[src/rtl/truth_table_probe_if.sv]
// rtl/truth_table_probe_if.sv - probe control, stimulus and result signals
interface truth_table_probe_if;
    logic        start;
    logic [15:0] expected;
    logic        f;
    logic [3:0]  x;
    logic        busy;
    logic        done;
    logic [15:0] truth_tbl;
    logic [4:0]  mismatch_cnt;
    logic        mismatch;
    logic [3:0]  first_bad;

    modport master (
        output start, expected, f,
        input  x, busy, done, truth_tbl, mismatch_cnt, mismatch, first_bad
    );

    modport slave (
        input  start, expected, f,
        output x, busy, done, truth_tbl, mismatch_cnt, mismatch, first_bad
    );
endinterface

[src/rtl/truth_table_probe.sv]
// rtl/truth_table_probe.sv - sweeps x over 0..15, captures f and compares with a latched golden table
module truth_table_probe #(
    parameter int unsigned SETTLE = 1
) (
    input  logic               clk,
    input  logic               areset_n,
    truth_table_probe_if.slave bus
);

    typedef enum logic [1:0] {S_IDLE, S_RUN, S_DONE} state_t;

    localparam logic [3:0] SETTLE_V = 4'(SETTLE);

    state_t      r_state;
    state_t      w_state_nxt;
    logic [3:0]  r_wait;
    logic [3:0]  r_x;
    logic [15:0] r_exp;
    logic [15:0] r_tbl;
    logic [4:0]  r_cnt;
    logic [3:0]  r_fb;
    logic        r_busy;
    logic        r_done;
    logic        w_busy_nxt;
    logic        w_done_nxt;
    logic        w_accept;
    logic        w_sample;
    logic        w_last;
    logic        w_miss;

    assign w_accept = (r_state == S_IDLE) && bus.start;
    assign w_sample = (r_state == S_RUN) && (r_wait == 4'd1);
    assign w_last   = w_sample && (r_x == 4'd15);
    assign w_miss   = bus.f != r_exp[r_x];

    always_ff @(posedge clk or negedge areset_n) begin
        if (!areset_n) begin
            r_state <= S_IDLE;
        end else begin
            r_state <= w_state_nxt;
        end
    end

    always_comb begin
        w_state_nxt = r_state;
        case (r_state)
            S_IDLE:  if (bus.start) w_state_nxt = S_RUN;
            S_RUN:   if (w_last) w_state_nxt = S_DONE;
            S_DONE:  w_state_nxt = S_IDLE;
            default: w_state_nxt = S_IDLE;
        endcase
    end

    // Next-cycle busy/done decoded from the next state, then registered below.
    always_comb begin
        w_busy_nxt = 1'b0;
        w_done_nxt = 1'b0;
        case (w_state_nxt)
            S_RUN:   w_busy_nxt = 1'b1;
            S_DONE:  w_done_nxt = 1'b1;
            default: ;
        endcase
    end

    always_ff @(posedge clk or negedge areset_n) begin
        if (!areset_n) begin
            r_busy <= 1'b0;
            r_done <= 1'b0;
            r_wait <= 4'd0;
            r_x    <= 4'd0;
            r_exp  <= 16'd0;
            r_tbl  <= 16'd0;
            r_cnt  <= 5'd0;
            r_fb   <= 4'd0;
        end else begin
            r_busy <= w_busy_nxt;
            r_done <= w_done_nxt;
            if (w_accept) begin
                r_exp  <= bus.expected;
                r_tbl  <= 16'd0;
                r_cnt  <= 5'd0;
                r_fb   <= 4'd0;
                r_x    <= 4'd0;
                r_wait <= SETTLE_V;
            end else if (r_state == S_RUN) begin
                if (!w_sample) begin
                    r_wait <= r_wait - 4'd1;
                end else begin
                    r_tbl[r_x] <= bus.f;
                    if (w_miss) begin
                        r_cnt <= r_cnt + 5'd1;
                        // A zero count means no earlier index of this sweep mismatched.
                        if (r_cnt == 5'd0) r_fb <= r_x;
                    end
                    if (w_last) begin
                        r_x <= 4'd0;
                    end else begin
                        r_x    <= r_x + 4'd1;
                        r_wait <= SETTLE_V;
                    end
                end
            end
        end
    end

    assign bus.x            = r_x;
    assign bus.busy         = r_busy;
    assign bus.done         = r_done;
    assign bus.truth_tbl    = r_tbl;
    assign bus.mismatch_cnt = r_cnt;
    assign bus.mismatch     = |r_cnt;
    assign bus.first_bad    = r_fb;

endmodule

[src/flat_wrapper.sv]
// flat-port wrapper written by rule: the top's interface ports become plain ports
module truth_table_probe_flat 
#(
    parameter int unsigned SETTLE = 1
)
  (clk, areset_n, bus_start, bus_expected, bus_f, bus_x, bus_busy, bus_done, bus_truth_tbl, bus_mismatch_cnt, bus_mismatch, bus_first_bad);
  truth_table_probe_if bus_i ();
  input  logic clk;
  input  logic areset_n;
  input wire logic [$bits(bus_i.start)-1:0] bus_start;
  input wire logic [$bits(bus_i.expected)-1:0] bus_expected;
  input wire logic [$bits(bus_i.f)-1:0] bus_f;
  output wire logic [$bits(bus_i.x)-1:0] bus_x;
  output wire logic [$bits(bus_i.busy)-1:0] bus_busy;
  output wire logic [$bits(bus_i.done)-1:0] bus_done;
  output wire logic [$bits(bus_i.truth_tbl)-1:0] bus_truth_tbl;
  output wire logic [$bits(bus_i.mismatch_cnt)-1:0] bus_mismatch_cnt;
  output wire logic [$bits(bus_i.mismatch)-1:0] bus_mismatch;
  output wire logic [$bits(bus_i.first_bad)-1:0] bus_first_bad;
  assign bus_i.start = bus_start;
  assign bus_i.expected = bus_expected;
  assign bus_i.f = bus_f;
  assign bus_x = bus_i.x;
  assign bus_busy = bus_i.busy;
  assign bus_done = bus_i.done;
  assign bus_truth_tbl = bus_i.truth_tbl;
  assign bus_mismatch_cnt = bus_i.mismatch_cnt;
  assign bus_mismatch = bus_i.mismatch;
  assign bus_first_bad = bus_i.first_bad;
  truth_table_probe #(.SETTLE(SETTLE)) u_core (.clk(clk), .areset_n(areset_n), .bus(bus_i));
endmodule
[config.mk]
export PLATFORM = sky130hd
export DESIGN_NAME = truth_table_probe_flat
export DESIGN_NICKNAME = d
export VERILOG_FILES = /design/src/rtl/truth_table_probe_if.sv /design/src/rtl/truth_table_probe.sv /design/src/flat_wrapper.sv
export SDC_FILE = /design/constraint.sdc
export NUM_CORES = 1
export LEC_CHECK = 0
export CAP_MARGIN = 30
export CORE_MARGIN = 1.5
export CORE_UTILIZATION = 46
export CTS_CLUSTER_SIZE = 16
export DETAILED_ROUTE_END_ITERATION = 10
export GPL_TIMING_DRIVEN = 0
export PLACE_DENSITY = 0.75
export SETUP_SLACK_MARGIN = 0.1
export SLEW_MARGIN = 20
export SYNTH_ARGS = -nofsm -noshare
export SYNTH_HDL_FRONTEND = slang
export SYNTH_SLANG_ARGS = --single-unit
[constraint.sdc]
create_clock -name clk -period 2.1 [get_ports clk]
set_input_delay 0.63 -clock clk [delete_from_list [all_inputs] [get_ports clk]]
set_output_delay 0.63 -clock clk [all_outputs]
set_load 0.1 [all_outputs]
==> results.md, run 1 <==
* Layout cells sized above 1 at 0.259
* Reg-to-Reg End: u_core.bus.mismatch_cnt[3]
* Cell taking the most area after synthesis: dfrtp_1
* FP Rows at 27
* WL met3 at 234 µm
* CP required at 2.35 ns
* Top layer in use: met4
* Skew-Pair Late Insertion Delay at 0.31 ns
* Total CTS buffers at 5
* Fillers at roughly 480
* Final Setup Violations at 11
* Sequential share of the synthesized area at 0.500
* Initial Util at 0.479
* Antenna violations before repair at 0
* Drt pass-1 iters at 4
* Ant. Diodes at 0
* Num Clock Sinks at 53
* Ys Warns at 0
* Max H-tree Level at 2
* Hold buffers post-CTS at 0
* Synthesized area at 2660 µm²
* Die width at 79.0 µm
* Final Worst Setup Slack at -0.256 ns
* Met2 wire length at ~3.2 mm
* Max-slew violations at 0
* R2R cell count at 6
* Main flop type after synthesis: dfrtp_1
* R2r setup slk at -0.25 ns
* Area taken by multi-input logic gates at 1330 µm²
* Antenna-violating nets left at 0
* Met1 Wirelength at 2.76 mm
* Unrepaired setup endpoints after global routing: true
* All-Layer GR Usage at 0.217
* Clock Tree Buf Depth at 2
* Vias in the first global route at 2237
* Rel. slew slack at 0.364
* CP max FO at 10
* Grt ovf at 0
* WL/cell at 15.2 µm
* Core box area at 5540 µm²
* Post-synthesis cell type count at 35
* Max Cap Violations at 0
* Post-Layout Cell Count at 415
* HPWL after detailed placement at between 4 and 5 mm
* Syn Inst Count at 272
* Crit path from: bus_f
* Drc violations at 0
* Register Area at 1340 µm²
* Layout Area Growth over Synthesis at 36.3%
* Synth area leaders: dfrtp_1, nand2_1, mux2i_1, nor2_1, ha_1
* Die area at between 6000 and 7000 µm²
* Layout Nets at 370
* Tcrit/Tclk final at 1.12
* Setup CP Type: in -> reg
* Hold Crit Class: in -> async
* Hold Worst Slack at 0.348 ns
* Vias/cell at 5.24
* Routed WL at 6.30 mm
* Crit. End Element: register
* First-pass GRT wire length at 10.4 mm
* Startpoint Class: input pin
* Commonest cells post-synth: nand2_1, dfrtp_1, nor2_1, mux2i_1, nand3_1
* Syn_nets at 300
* # placed instances at 395
* Number of flops mapped to enable cells by yosys at 0
* Violated checks: negative setup slack
* Clk pin slew, worst setup/hold paths at ~0.10 ns
* Largest net degree at the start of global routing at 54
* I/O Pins at 52
* Post-synth top area share at 0.500
* Final hold vios at 0
* Clock root cell: clkbuf_8
* RD Place Congestion at 0.797
* Slew @ Worst Pin at between 0.9 and 1 ns
* Async set-or-reset flop fraction in the synthesized netlist at 1.00
* Routed via count at about 2200
* Origin of the critical flop-to-flop path: u_core.bus.x[0]
* Port buffer count at 51
* Status: finished, violations left
* DIE HEIGHT at 79.0 µm
* Register bit total from synthesis at 53
* Drt initial violations at 115
* Max frequency at 424 MHz
* Count leader, synth: nand2_1
* Worst EP arrival at 2.60 ns
* Fin Clk Skew at 0.00862 ns
* Synthesized area per cell at between 9 and 10 µm²
* CTS tree: yes
* Final min period at ~2.4 ns
[what timing repair did]
action / 4_1_cts / 5_1_grt
gates resized for setup: 114 / 18
pin swaps: 2 / 3
setup buffers: 6 / 6
setup endpoints to repair: 58 / 32
[how the worst max path moves through the flow]
stage / endpoint / depth (start not counted)
final: u_core.bus.mismatch_cnt[3] / 6
after global routing: u_core.bus.mismatch_cnt[0] / 7
after CTS: u_core.bus.mismatch_cnt[4] / 6
after detailed placement: bus_mismatch / 4
after global placement: u_core.bus.x[0] / 1
after floorplan: u_core.bus.first_bad[0] / 6
[layout make-up]
class | count | area share
plain buffers | 15 | 0.0214
clock buffers | 6 | 0.0228
clock inverters | 2 | 0.0104
inverters | 8 | 0.00830
multi-input cells | 196 | 0.368
flip-flops and latches | 53 | 0.370
well taps | 72 | 0.0249
repair buffers | 63 | 0.174
[flip-flops by register name (all words and copies together), names as in the netlist]
| name | flops |
|---|---|
| u_core.bus.first_bad | 4 |
| u_core.bus.done | 1 |
| u_core.r_state | 2 |
| u_core.bus.mismatch_cnt | 5 |
| u_core.bus.truth_tbl | 16 |
| u_core.bus.busy | 1 |
| u_core.bus.x | 4 |
| u_core.r_exp | 16 |
| u_core.r_wait | 4 |
[critical path, cell delays in order]
cell and delay (ns):
clkdlybuf4s50_1 0.45, clkbuf_1 0.24, nor4_1 0.54, mux2i_4 0.22, a2111o_1 0.45, o21ai_1 0.07
[per-layer routing]
| layer | track usage | up-vias |
|---|---|---|
| met1 | 0.279 | 1055 |
| met3 | 0.0460 | 6 |
| met5 | 0 | - |
| met2 | 0.360 | 56 |
| li1 | - | 1056 |
| met4 | 0.0842 | 0 |
[per-stage QoR]
step,utilization,setup slack [ns],setup TNS (ns),instance area [µm²]
after global placement,0.593,-1.55,-72.90,3280
after CTS,0.638,-0.239,-2.32,3540
after floorplan,-,-0.295,-2.50,2680
final,0.653,-0.256,-2.32,3620
after global routing,0.653,-0.337,-3.05,3620
after detailed placement,0.592,-0.651,-8.71,3280
[placed cells by master, fill, tap and decap left out, drive strengths merged, types with 10 or more instances in the layout]
master	instances
buf	18
mux2i	23
clkbuf	20
dfrtp	53
clkdlybuf4s15	27
clkdlybuf4s50	18
mux2	10
nand2	67
nor2	27
nand3	18
[cells by family after synthesis]
family | synth area share
simple gates | 0.211
flops | 0.500
buf+inv | 0.0353
mux | 0.152
xor+xnor | 0.0132
compound gates | 0.0514
fa+ha+maj | 0.0377
Power of run 1 is not shown: default switching activity piles up to over one toggle a cycle in this logic, so the estimate is an artifact.
==> run 2: changes to the inputs <==
- clock period: 2.1 -> 2.03 ns (I/O delays scaled with it)
==> results.md, run 2 (synthesis gave the netlist of run 1 again) <==
* Skew-Pair Late Insertion Delay at 0.31 ns (about the same)
* Max Cap Violations at 0 (unchanged)
* Slew @ Worst Pin at 0.670 ns (-0.288 ns)
* Commonest non-fill, non-tap cell in the layout: nand2_1
* Most frequent cells in the layout: nand2_1, dfrtp_1, nor2_1, clkdlybuf4s15_2, mux2i_1
* Layout cells sized above 1 at 0.295 (+0.0358)
* Final Worst Setup Slack at -0.284 ns (-0.0276 ns)
* Routed via count at 2187 (+0.64%)
* Crit. End Element: register
* Drc violations at 0 (unchanged)
* CP peak stage delay at 0.53 ns (about the same)
* # placed instances at 395 (unchanged)
* Max-slew violations at 0 (unchanged)
* Crit path cell chain: buf_8, mux2_4, mux4_2, mux2i_4, a2111o_1, o21ai_1
* Fin Clk Skew at 0.00614 ns (-0.00249 ns)
* Top delay family on crit path: multiplexers
* Startpoint Class: register
* Final Setup Violations at 10 (-1)
* Worst EP arrival at 2.56 ns (-0.04 ns)
* First-pass GRT wire length at 10.2 mm (-2.1%)
* Die area at 6240 µm² (unchanged)
* Setup tns final at -2.39 ns (-0.0737 ns)
* CP max FO at 7 (-3)
* Clk pin slew, worst setup/hold paths at 0.10 ns (about the same)
* Routed WL at 6.20 mm (-1.6%)
* Final min period at 2.31 ns
* All-Layer GR Usage at 0.210 (-0.00769)
* I/O Pins at 52 (unchanged)
* WL/cell at 15.0 µm (-1.3%)
* Layout Area Growth over Synthesis at 38.0%
* Status: finished, violations left
* Max frequency at 432 MHz
* Clock root cell: clkbuf_8
* Rel. slew slack at 0.554 (+0.190)
* Max H-tree Level at 2 (unchanged)
* CP required at 2.28 ns (-0.07 ns)
* Antenna-violating nets left at 0 (unchanged)
* Max stage delay cell, worst path: mux4_2
* DIE HEIGHT at 79.0 µm (unchanged)
* Port buffer count at 51 (unchanged)
* Largest net degree at the start of global routing at 54 (unchanged)
* Ant. Diodes at 0 (unchanged)
* Vias/cell at 5.28 (+0.89%)
* Drt initial violations at 113 (-1.7%)
* RD Place Congestion at 0.835 (+4.7%)
* FP Rows at 27 (unchanged)
* Core box area at 5540 µm² (unchanged)
* Grt ovf at 0 (unchanged)
* Initial Util at 0.479 (unchanged)
* Hold Crit Class: in -> async
* Post-Layout Cell Count at 414 (-0.24%)
* Total CTS buffers at 5 (unchanged)
* Unrepaired setup endpoints after global routing: true
* Die width at 79.0 µm (unchanged)
* Vias in the first global route at 2175 (-2.8%)
* Worst path bufs/invs at 1 (-1)
* CTS tree: yes
* Tcrit/Tclk final at 1.14
* Drt pass-1 iters at 4 (unchanged)
* HPWL after detailed placement at 4.05 mm (-0.40%)
* Setup CP Type: reg -> reg
* Num Clock Sinks at 53 (unchanged)
* Layout Nets at 369 (-0.27%)
* Antenna violations before repair at 0 (unchanged)
* Final hold vios at 0 (unchanged)
* Violated checks: negative setup slack
* Clock Tree Buf Depth at 2 (unchanged)
## run 2: cell types whose count changed in the layout (fill, tap and decap cells not counted), moves of 2 or more
cell / previous run / this run
nor3_1: 5 / 3
mux2_4: 4 / 6
clkdlybuf4s15_2: 27 / 23
clkbuf_1: 8 / 4
nor4_1: 2 / 0
nor4_2: 0 / 2
buf_6: 0 / 2
buf_2: 2 / 4
nor3_2: 0 / 2
clkdlybuf4s18_2: 0 / 3
clkbuf_2: 5 / 9
buf_4: 14 / 11
## run 2: worst paths after layout
check,slack (ns),end,start,cells after the start
setup / recovery,-0.28,u_core.bus.mismatch_cnt[3],u_core.bus.x[0],6
hold / removal,0.32,u_core.r_exp[8],areset_n,1
setup reg to reg,-0.28,u_core.bus.mismatch_cnt[3],u_core.bus.x[0],6
hold reg to reg,0.48,u_core.r_exp[7],u_core.r_exp[7],2
max in group asynchronous,1.20,u_core.bus.x[2],areset_n,1
min in group clk,0.48,u_core.r_exp[7],u_core.r_exp[7],2
## run 2: area by class of cell
| cell class | instances | area [µm²] |
|---|---|---|
| multi-input combinational | 196 | 1390 |
| fill | 445 | 1880 |
| inverter | 8 | 30.0 |
| tap | 72 | 90.1 |
| sequential | 53 | 1340 |
| clock buffer | 6 | 82.6 |
| timing repair buffer | 62 | 614 |
| buffer | 15 | 82.6 |
| clock inverter | 2 | 37.5 |
## run 2: worst register-to-register path, cell delays in order (launching register included)
cell	delay [ns]
dfrtp_4	0.51
buf_8	0.15
mux2_4	0.30
mux4_2	0.53
mux2i_4	0.25
a2111o_1	0.44
o21ai_1	0.08
## run 2: timing repair
item | CTS | global route
endpoints found under the setup margin | 60 | 43
pin swaps | 4 | 8
buffers inserted | 5 | 6
resized for setup | 125 | 34
hold buffers | 0 | 0
## run 2: per-layer routing
metal,routed length (µm),GRT usage
met1,2810,0.284
met2,3080,0.333
met3,225,0.0448
met4,91,0.0737
met5,0,0
## run 2: through the flow
step	hold slack, ns	setup WS, ns	cell area [µm²]	util
after floorplan	0.313	-0.365	2690	-
final	0.320	-0.284	3660	0.661
after CTS	0.352	-0.294	3530	0.638
after global routing	0.376	-0.355	3660	0.661
after global placement	0.453	-1.57	3290	0.593
after detailed placement	0.458	-0.672	3280	0.593
Power of run 2 is left out for the same reason.
